**src/rtl/buzzer_scheduler_if.sv**
```systemverilog
// Request/status bundle between the clock-alarm control (master) and buzzer_scheduler (slave).
interface buzzer_scheduler_if;
  localparam int unsigned NSRC = 3;
  localparam int unsigned HP_W = 16;

  logic [NSRC-1:0] Req;
  logic            Mute;
  logic            Tone_En;
  logic [HP_W-1:0] Half_Period;
  logic [NSRC-1:0] Grant;
  logic            Busy;
  logic            Done;

  modport master (output Req, Mute, input Tone_En, Half_Period, Grant, Busy, Done);
  modport slave  (input Req, Mute, output Tone_En, Half_Period, Grant, Busy, Done);
endinterface

```
**src/rtl/buzzer_scheduler.sv**
```systemverilog
// Fixed-priority buzzer sharing for alarm/chime/key-click with timed ON/OFF beep sequencing.
// Optional feature macro BUZZER_PREEMPT_EN: a pending alarm aborts a chime or key-click pattern.
module buzzer_scheduler #(
  parameter int unsigned TICK_DIV     = 50_000,
  parameter int unsigned ALARM_HP     = 25_000,
  parameter int unsigned ALARM_BEEPS  = 4,
  parameter int unsigned ALARM_ON_MS  = 100,
  parameter int unsigned ALARM_OFF_MS = 100,
  parameter int unsigned CHIME_HP     = 50_000,
  parameter int unsigned CHIME_BEEPS  = 1,
  parameter int unsigned CHIME_ON_MS  = 500,
  parameter int unsigned CHIME_OFF_MS = 200,
  parameter int unsigned KEY_HP       = 12_500,
  parameter int unsigned KEY_BEEPS    = 1,
  parameter int unsigned KEY_ON_MS    = 30,
  parameter int unsigned KEY_OFF_MS   = 20
) (
  input logic               CLK,
  input logic               RST,
  buzzer_scheduler_if.slave bus
);
  localparam int unsigned NSRC = 3;
  localparam int unsigned SRC_W = 2;
  localparam int unsigned PH_W = 10;
  localparam int unsigned BP_W = 4;
  localparam int unsigned HP_W = 16;
  localparam int unsigned PS_W = (TICK_DIV > 1) ? $clog2(TICK_DIV) : 1;
  localparam logic [PS_W-1:0] PS_LAST = PS_W'((TICK_DIV > 0) ? TICK_DIV - 1 : 0);

  typedef enum logic [1:0] {ST_IDLE, ST_ON, ST_OFF} state_e;

  // Zero-valued timing parameters behave as 1.
  function automatic logic [PH_W-1:0] nz_ph(input int unsigned v);
    return (v == 0) ? PH_W'(1) : PH_W'(v);
  endfunction

  function automatic logic [PH_W-1:0] on_ms(input logic [SRC_W-1:0] src);
    case (src)
      2'd0:    on_ms = nz_ph(ALARM_ON_MS);
      2'd1:    on_ms = nz_ph(CHIME_ON_MS);
      default: on_ms = nz_ph(KEY_ON_MS);
    endcase
  endfunction

  function automatic logic [PH_W-1:0] off_ms(input logic [SRC_W-1:0] src);
    case (src)
      2'd0:    off_ms = nz_ph(ALARM_OFF_MS);
      2'd1:    off_ms = nz_ph(CHIME_OFF_MS);
      default: off_ms = nz_ph(KEY_OFF_MS);
    endcase
  endfunction

  function automatic logic [BP_W-1:0] beeps(input logic [SRC_W-1:0] src);
    int unsigned b;
    case (src)
      2'd0:    b = ALARM_BEEPS;
      2'd1:    b = CHIME_BEEPS;
      default: b = KEY_BEEPS;
    endcase
    return (b == 0) ? BP_W'(1) : BP_W'(b);
  endfunction

  function automatic logic [HP_W-1:0] half_per(input logic [SRC_W-1:0] src);
    case (src)
      2'd0:    half_per = HP_W'(ALARM_HP);
      2'd1:    half_per = HP_W'(CHIME_HP);
      default: half_per = HP_W'(KEY_HP);
    endcase
  endfunction

  state_e            state_q, state_d;
  logic [SRC_W-1:0]  src_q, src_d;
  logic [NSRC-1:0]   pend_q, pend_d;
  logic [PH_W-1:0]   phase_q, phase_d;
  logic [BP_W-1:0]   beep_q, beep_d;
  logic [PS_W-1:0]   presc_q, presc_d;
  logic              done_evt_q, done_evt_d;
  logic              tone_en_q, tone_en_d;
  logic [HP_W-1:0]   hp_q, hp_d;
  logic [NSRC-1:0]   grant_q, grant_d;
  logic              busy_q, busy_d;
  logic              done_q, done_d;
  logic              tick_c;
  logic              expire_c;
  logic [NSRC-1:0]   sel_c;

  assign tick_c   = (presc_q == PS_LAST);
  assign expire_c = tick_c && (phase_q <= PH_W'(1));
  assign sel_c    = pend_q & (~pend_q + NSRC'(1));

  // Sequencer: grant, ON/OFF phase timing, beep count and pending bookkeeping.
  always_comb begin
    state_d    = state_q;
    src_d      = src_q;
    pend_d     = pend_q;
    phase_d    = phase_q;
    beep_d     = beep_q;
    presc_d    = tick_c ? '0 : presc_q + PS_W'(1);
    done_evt_d = 1'b0;
    case (state_q)
      ST_IDLE: begin
        presc_d = '0;
        if (pend_q != '0) begin
          case (sel_c)
            3'b001:  src_d = 2'd0;
            3'b010:  src_d = 2'd1;
            default: src_d = 2'd2;
          endcase
          pend_d  = pend_q & ~sel_c;
          beep_d  = beeps(src_d);
          phase_d = on_ms(src_d);
          state_d = ST_ON;
        end
      end
      ST_ON: begin
        if (expire_c) begin
          phase_d = off_ms(src_q);
          state_d = ST_OFF;
        end else if (tick_c) begin
          phase_d = phase_q - PH_W'(1);
        end
      end
      ST_OFF: begin
        if (expire_c) begin
          if (beep_q <= BP_W'(1)) begin
            beep_d     = '0;
            done_evt_d = 1'b1;
            state_d    = ST_IDLE;
          end else begin
            beep_d  = beep_q - BP_W'(1);
            phase_d = on_ms(src_q);
            state_d = ST_ON;
          end
        end else if (tick_c) begin
          phase_d = phase_q - PH_W'(1);
        end
      end
      default: state_d = ST_IDLE;
    endcase
`ifdef BUZZER_PREEMPT_EN
    if ((state_q != ST_IDLE) && (src_q != 2'd0) && pend_q[0]) begin
      state_d    = ST_IDLE;
      done_evt_d = 1'b0;
    end
`endif
    pend_d = pend_d | bus.Req;
  end

  // Outputs trail the state by one cycle, so every output edge sees identical phase lengths.
  always_comb begin
    tone_en_d = (state_q == ST_ON) && !bus.Mute;
    busy_d    = (state_q != ST_IDLE);
    grant_d   = busy_d ? (NSRC'(1) << src_q) : '0;
    hp_d      = (state_q == ST_ON) ? half_per(src_q) : hp_q;
    done_d    = done_evt_q;
  end

  always_ff @(posedge CLK) begin
    if (RST) begin
      state_q    <= ST_IDLE;
      src_q      <= '0;
      pend_q     <= '0;
      phase_q    <= '0;
      beep_q     <= '0;
      presc_q    <= '0;
      done_evt_q <= 1'b0;
      tone_en_q  <= 1'b0;
      hp_q       <= '0;
      grant_q    <= '0;
      busy_q     <= 1'b0;
      done_q     <= 1'b0;
    end else begin
      state_q    <= state_d;
      src_q      <= src_d;
      pend_q     <= pend_d;
      phase_q    <= phase_d;
      beep_q     <= beep_d;
      presc_q    <= presc_d;
      done_evt_q <= done_evt_d;
      tone_en_q  <= tone_en_d;
      hp_q       <= hp_d;
      grant_q    <= grant_d;
      busy_q     <= busy_d;
      done_q     <= done_d;
    end
  end

  assign bus.Tone_En     = tone_en_q;
  assign bus.Half_Period = hp_q;
  assign bus.Grant       = grant_q;
  assign bus.Busy        = busy_q;
  assign bus.Done        = done_q;
endmodule

```
**src/flat_wrapper.sv**
```systemverilog
// flat-port wrapper written by rule: the top's interface ports become plain ports
module buzzer_scheduler_flat 
#(
  parameter int unsigned TICK_DIV     = 50_000,
  parameter int unsigned ALARM_HP     = 25_000,
  parameter int unsigned ALARM_BEEPS  = 4,
  parameter int unsigned ALARM_ON_MS  = 100,
  parameter int unsigned ALARM_OFF_MS = 100,
  parameter int unsigned CHIME_HP     = 50_000,
  parameter int unsigned CHIME_BEEPS  = 1,
  parameter int unsigned CHIME_ON_MS  = 500,
  parameter int unsigned CHIME_OFF_MS = 200,
  parameter int unsigned KEY_HP       = 12_500,
  parameter int unsigned KEY_BEEPS    = 1,
  parameter int unsigned KEY_ON_MS    = 30,
  parameter int unsigned KEY_OFF_MS   = 20
)
  (CLK, RST, bus_Req, bus_Mute, bus_Tone_En, bus_Half_Period, bus_Grant, bus_Busy, bus_Done);
  buzzer_scheduler_if bus_i ();
  input logic CLK;
  input logic RST;
  input wire logic [$bits(bus_i.Req)-1:0] bus_Req;
  input wire logic [$bits(bus_i.Mute)-1:0] bus_Mute;
  output wire logic [$bits(bus_i.Tone_En)-1:0] bus_Tone_En;
  output wire logic [$bits(bus_i.Half_Period)-1:0] bus_Half_Period;
  output wire logic [$bits(bus_i.Grant)-1:0] bus_Grant;
  output wire logic [$bits(bus_i.Busy)-1:0] bus_Busy;
  output wire logic [$bits(bus_i.Done)-1:0] bus_Done;
  assign bus_i.Req = bus_Req;
  assign bus_i.Mute = bus_Mute;
  assign bus_Tone_En = bus_i.Tone_En;
  assign bus_Half_Period = bus_i.Half_Period;
  assign bus_Grant = bus_i.Grant;
  assign bus_Busy = bus_i.Busy;
  assign bus_Done = bus_i.Done;
  buzzer_scheduler #(.TICK_DIV(TICK_DIV), .ALARM_HP(ALARM_HP), .ALARM_BEEPS(ALARM_BEEPS), .ALARM_ON_MS(ALARM_ON_MS), .ALARM_OFF_MS(ALARM_OFF_MS), .CHIME_HP(CHIME_HP), .CHIME_BEEPS(CHIME_BEEPS), .CHIME_ON_MS(CHIME_ON_MS), .CHIME_OFF_MS(CHIME_OFF_MS), .KEY_HP(KEY_HP), .KEY_BEEPS(KEY_BEEPS), .KEY_ON_MS(KEY_ON_MS), .KEY_OFF_MS(KEY_OFF_MS)) u_core (.CLK(CLK), .RST(RST), .bus(bus_i));
endmodule
```
**config.mk**
```make
export PLATFORM = sky130hd
export DESIGN_NAME = buzzer_scheduler_flat
export DESIGN_NICKNAME = d
export VERILOG_FILES = /design/src/rtl/buzzer_scheduler_if.sv /design/src/rtl/buzzer_scheduler.sv /design/src/flat_wrapper.sv
export SDC_FILE = /design/constraint.sdc
export NUM_CORES = 1
export LEC_CHECK = 0
export ABC_AREA = 1
export CAP_MARGIN = 20
export CORE_MARGIN = 2
export CORE_UTILIZATION = 55
export CTS_CLUSTER_DIAMETER = 150
export DETAILED_ROUTE_END_ITERATION = 10
export PLACE_DENSITY = 0.83
export SETUP_SLACK_MARGIN = 0.05
export SYNTH_ARGS = -nofsm -noshare
export SYNTH_HDL_FRONTEND = slang
export SYNTH_SLANG_ARGS = --single-unit
```
**constraint.sdc**
```tcl
create_clock -name CLK -period 2.4 [get_ports CLK]
set_clock_uncertainty 0.1 [all_clocks]
set_input_delay 0.48 -clock CLK [delete_from_list [all_inputs] [get_ports CLK]]
set_output_delay 0.48 -clock CLK [all_outputs]
set_load 0.005 [all_outputs]
```
==> key figures <==
Placement
  – Detailed-placement wirelength estimate: 4.87 mm
  – Total of buffers placed on input and output ports: 23
  – Routability congestion estimate: 0.941

GRT
  – Met1 track demand over resource in global routing: 30.6%
  – Pin count of the biggest net entering global routing: 17
  – Antenna violations before repair: 0
  – Wire length of the first global-routing pass: 11.1 mm
  – Number of global-route vias before repair: 2528
  – Most Used Layer, Global Route: met2
  – Global-route total usage across every layer: 23.1%
  – Global route overflow: 0
  – GR met2 Demand/Resource: 37.2%
  – Met3 usage in global routing: 4.27%

Logic synthesis
  – Yosys reg bits: 50
  – Number of enable flip-flop cells after synthesis: 0
  – Ys async rst share: 0%
  – Post-Syn Area: 0.00286 mm²
  – Average instance area after synthesis: 6.69 µm²
  – Portion of synthesized cell area occupied by the leading cell type: 35.0%
  – Cells after Synth: 428
  – Sequential element share of the synthesized area: 35.0%
  – Number of warnings printed during yosys synthesis: 0
  – Area contributors post-synth: dfxtp_1 (35%), nor2_1 (9.7%), nand2_1 (9.1%)
  – Number of unique standard cell types used by synthesis: 37
  – Most used DFF post-synth: dfxtp_1
  – Cell taking the most area after synthesis: dfxtp_1

Die
  – CORE AREA: 0.00507 mm²
  – Overall die area: 0.00580 mm²
  – Cell Rows: 26
  – Number of ports placed on the die boundary: 28
  – Starting Density: 56.4%
  – Die X-Extent: 76.1 µm
  – DIE HEIGHT: 76.1 µm

Routing
  – Antenna-violating nets left: 0
  – Routed via count divided by cell count: 5.11
  – Number of violations reported at the end of detailed-routing iteration 0: 162
  – Routed length per placed instance: 12.2 µm
  – Vias after detailed routing: 2648
  – Count of TritonRoute iterations in the first routing pass: 5
  – Detailed-route DRC error count: 0
  – Total Wirelength: 6.32 mm

Timing
  – Smallest hold slack: 0.321 ns
  – RSZ-0062 raised after global routing: false
  – Share of the clock period used by the worst path: 85.8%
  – Max-slew violation count: 0
  – Minimum clock period: 2.06 ns
  – Sum Neg Setup Slack: 0 ns
  – Fmax: 486 MHz
  – Setup-failing EPs final: 0
  – Hold violation total from the final report: 0

Clocking
  – Total setup buffers inserted after CTS: 0
  – Maximum level of the CTS H-tree: 2
  – Sinks on Clock Net: 50
  – CTS tree: done
  – Number of buffers inserted during clock tree synthesis: 5
  – Cell at the root of the clock tree: clkbuf_8
  – Clock Pin Slew Worst Setup and Hold Paths: 0.09 ns
  – Later-pin clock latency in the skew report: 0.31 ns
  – Buffers from clock root to sink, at most: 2

Cells and area
  – Area taken by flip-flops and latches: 0.00100 mm²
  – Area taken by multi-input logic gates: 0.00153 mm²
  – Number of nets in the final layout: 462
  – Post-Route Utilization: 63.6%
  – Fill cell total of the finished layout: 455
  – Antenna diode instance count: 0
  – Share of cells above drive strength 1: 8.04%
  – Layout-stage area growth over the synthesis result: 12.9%

Critical path
  – Cell with the biggest individual delay on the critical path: dfxtp_1
  – Largest driver fanout on the critical path: 5
  – Cell family with the largest share of critical-path delay: compound AO/OA/AOI/OAI gates
  – Largest incremental delay on the critical path: 0.34 ns
  – Total buffers and inverters traversed by the critical path: 2
  – Cells along the critical path: inv_1 -> ha_1 -> inv_1 -> a21oi_1 -> nand3_1 -> nor2_1 -> o21ai_0 -> o21ai_0 -> a21oi_1
  – Type of origin of the critical path: flop
  – Arr. time, crit path: 2.15 ns
  – Kind of capture point of the worst setup path: flop
  – Register-to-Register Setup Slack: 0.34 ns
  – Critical path start-end classification: reg -> reg
  – Crit path required time: 2.50 ns

Pwr
  – Static Leakage: 1.41 nW
  – Peak supply drop: 0.000449 V
  – Power density over the cells: 993 mW/mm²

Run status
  – Outcome: finished, final reports clean

Worst hold path
  – Classification of the worst-slack hold path: reg -> reg

Job
  – Max Cap Viol: 0
-- timing repair --
item,in CTS,in global routing
endpoints found under the hold margin,0,0
hold buffers,0,0
resized for setup,0,1
setup endpoints to repair,0,1
-- final timing paths --
kind              cells after the start                              to                           start
setup / recovery                      9  u_core.state_q[1]$_SDFFE_PP0P_  u_core.phase_q[0]$_SDFFE_PP0P_
hold reg to reg                       2      u_core.bus.Done$_SDFF_PP0_        u_core.done_d$_SDFF_PP0_
hold / removal                        2      u_core.bus.Done$_SDFF_PP0_        u_core.done_d$_SDFF_PP0_
setup reg to reg                      9  u_core.state_q[1]$_SDFFE_PP0P_  u_core.phase_q[0]$_SDFFE_PP0P_
-- flip-flops by register name (all words and copies together), names as in the netlist, 2 cells and up --
name,cells
u_core.state_q,2
u_core.pend_q,3
u_core.bus.Grant,3
u_core.beep_q,4
u_core.src_q,2
u_core.phase_q,10
u_core.presc_q,16
u_core.bus.Half_Period,6
-- layout by cell type, fill, tap and decap left out, types with 2 or more instances in the layout --
cell type / n
conb_1: 4
nand4_1: 6
nor3b_1: 3
buf_4: 4
nor3_1: 11
nand3_2: 2
nor2_1: 74
nand2_2: 6
a21oi_1: 31
clkdlybuf4s50_1: 23
nor2_2: 3
ha_1: 9
o21a_1: 2
nand3_1: 26
inv_2: 5
clkbuf_8: 6
a211oi_1: 3
dfxtp_1: 50
inv_1: 57
o21ai_1: 2
xor2_1: 5
o21ai_0: 31
nand2_1: 69
or2_2: 2
-- logic make-up after synthesis --
logic type               after synthesis  synth area share, %
AND/OR/NAND/NOR                      208                 33.1
buffers and inverters                 80                 12.2
AO/OA/AOI/OAI                         75                 14.1
flip-flops                            50                 35.0
adder cells (fa/ha/maj)                9                 3.94
XOR/XNOR                               5                 1.53
other                                  1                0.131
-- metal layers --
layer | share of wire (%) | vias to the layer above
met5 | 0 | -
li1 | - | 1396
met4 | 2.2 | 0
met1 | 47 | 1182
met2 | 46 | 59
met3 | 4.6 | 11
-- power by group --
part | switching [mW] | internal, mW
Combinational | 0.886 | 0.555
Sequential | 0.146 | 0.990
Clock | 0.286 | 0.343
-- final cells by class --
type	instances	area share (%)
Tap cell	70	2.71
Multi-Input combinational cell	301	47.3
Clock buffer	6	2.56
Sequential cell	50	31.0
Timing Repair Buffer	27	8.06
Clock inverter	2	1.20
Inverter	62	7.21
-- cells in the mapped netlist, types with 2 or more instances --
cell and instances:
nor2_2 3, nand3_2 2, a211oi_1 3, o21ai_1 2, buf_4 11, xor2_1 5
nor3b_1 3, a21oi_1 31, ha_1 9, inv_2 5, nor2_1 74, nand2_1 69
nor3_1 11, clkbuf_1 4, o21ai_0 31, nand2_2 7, dfxtp_1 50, nand3_1 26
nand4_1 6, inv_1 57, or2_2 2, o21a_1 2
-- through the flow --
stage,power [mW],cells,setup slack [ns],area [µm²]
final,3.21,518,0.342,3230
after global placement,2.54,510,0.349,3100
after floorplan,2.18,431,0.654,2870
after global routing,3.47,518,0.133,3230
after CTS,3.20,518,0.319,3220
after detailed placement,2.57,510,0.310,3100
-- tightest hold or removal path, stage by stage, from the launching register on --
cell and delay [ns]:
dfxtp_1 0.31, inv_1 0.04, nor2_1 0.03
Power figures use the tool's default switching activity.
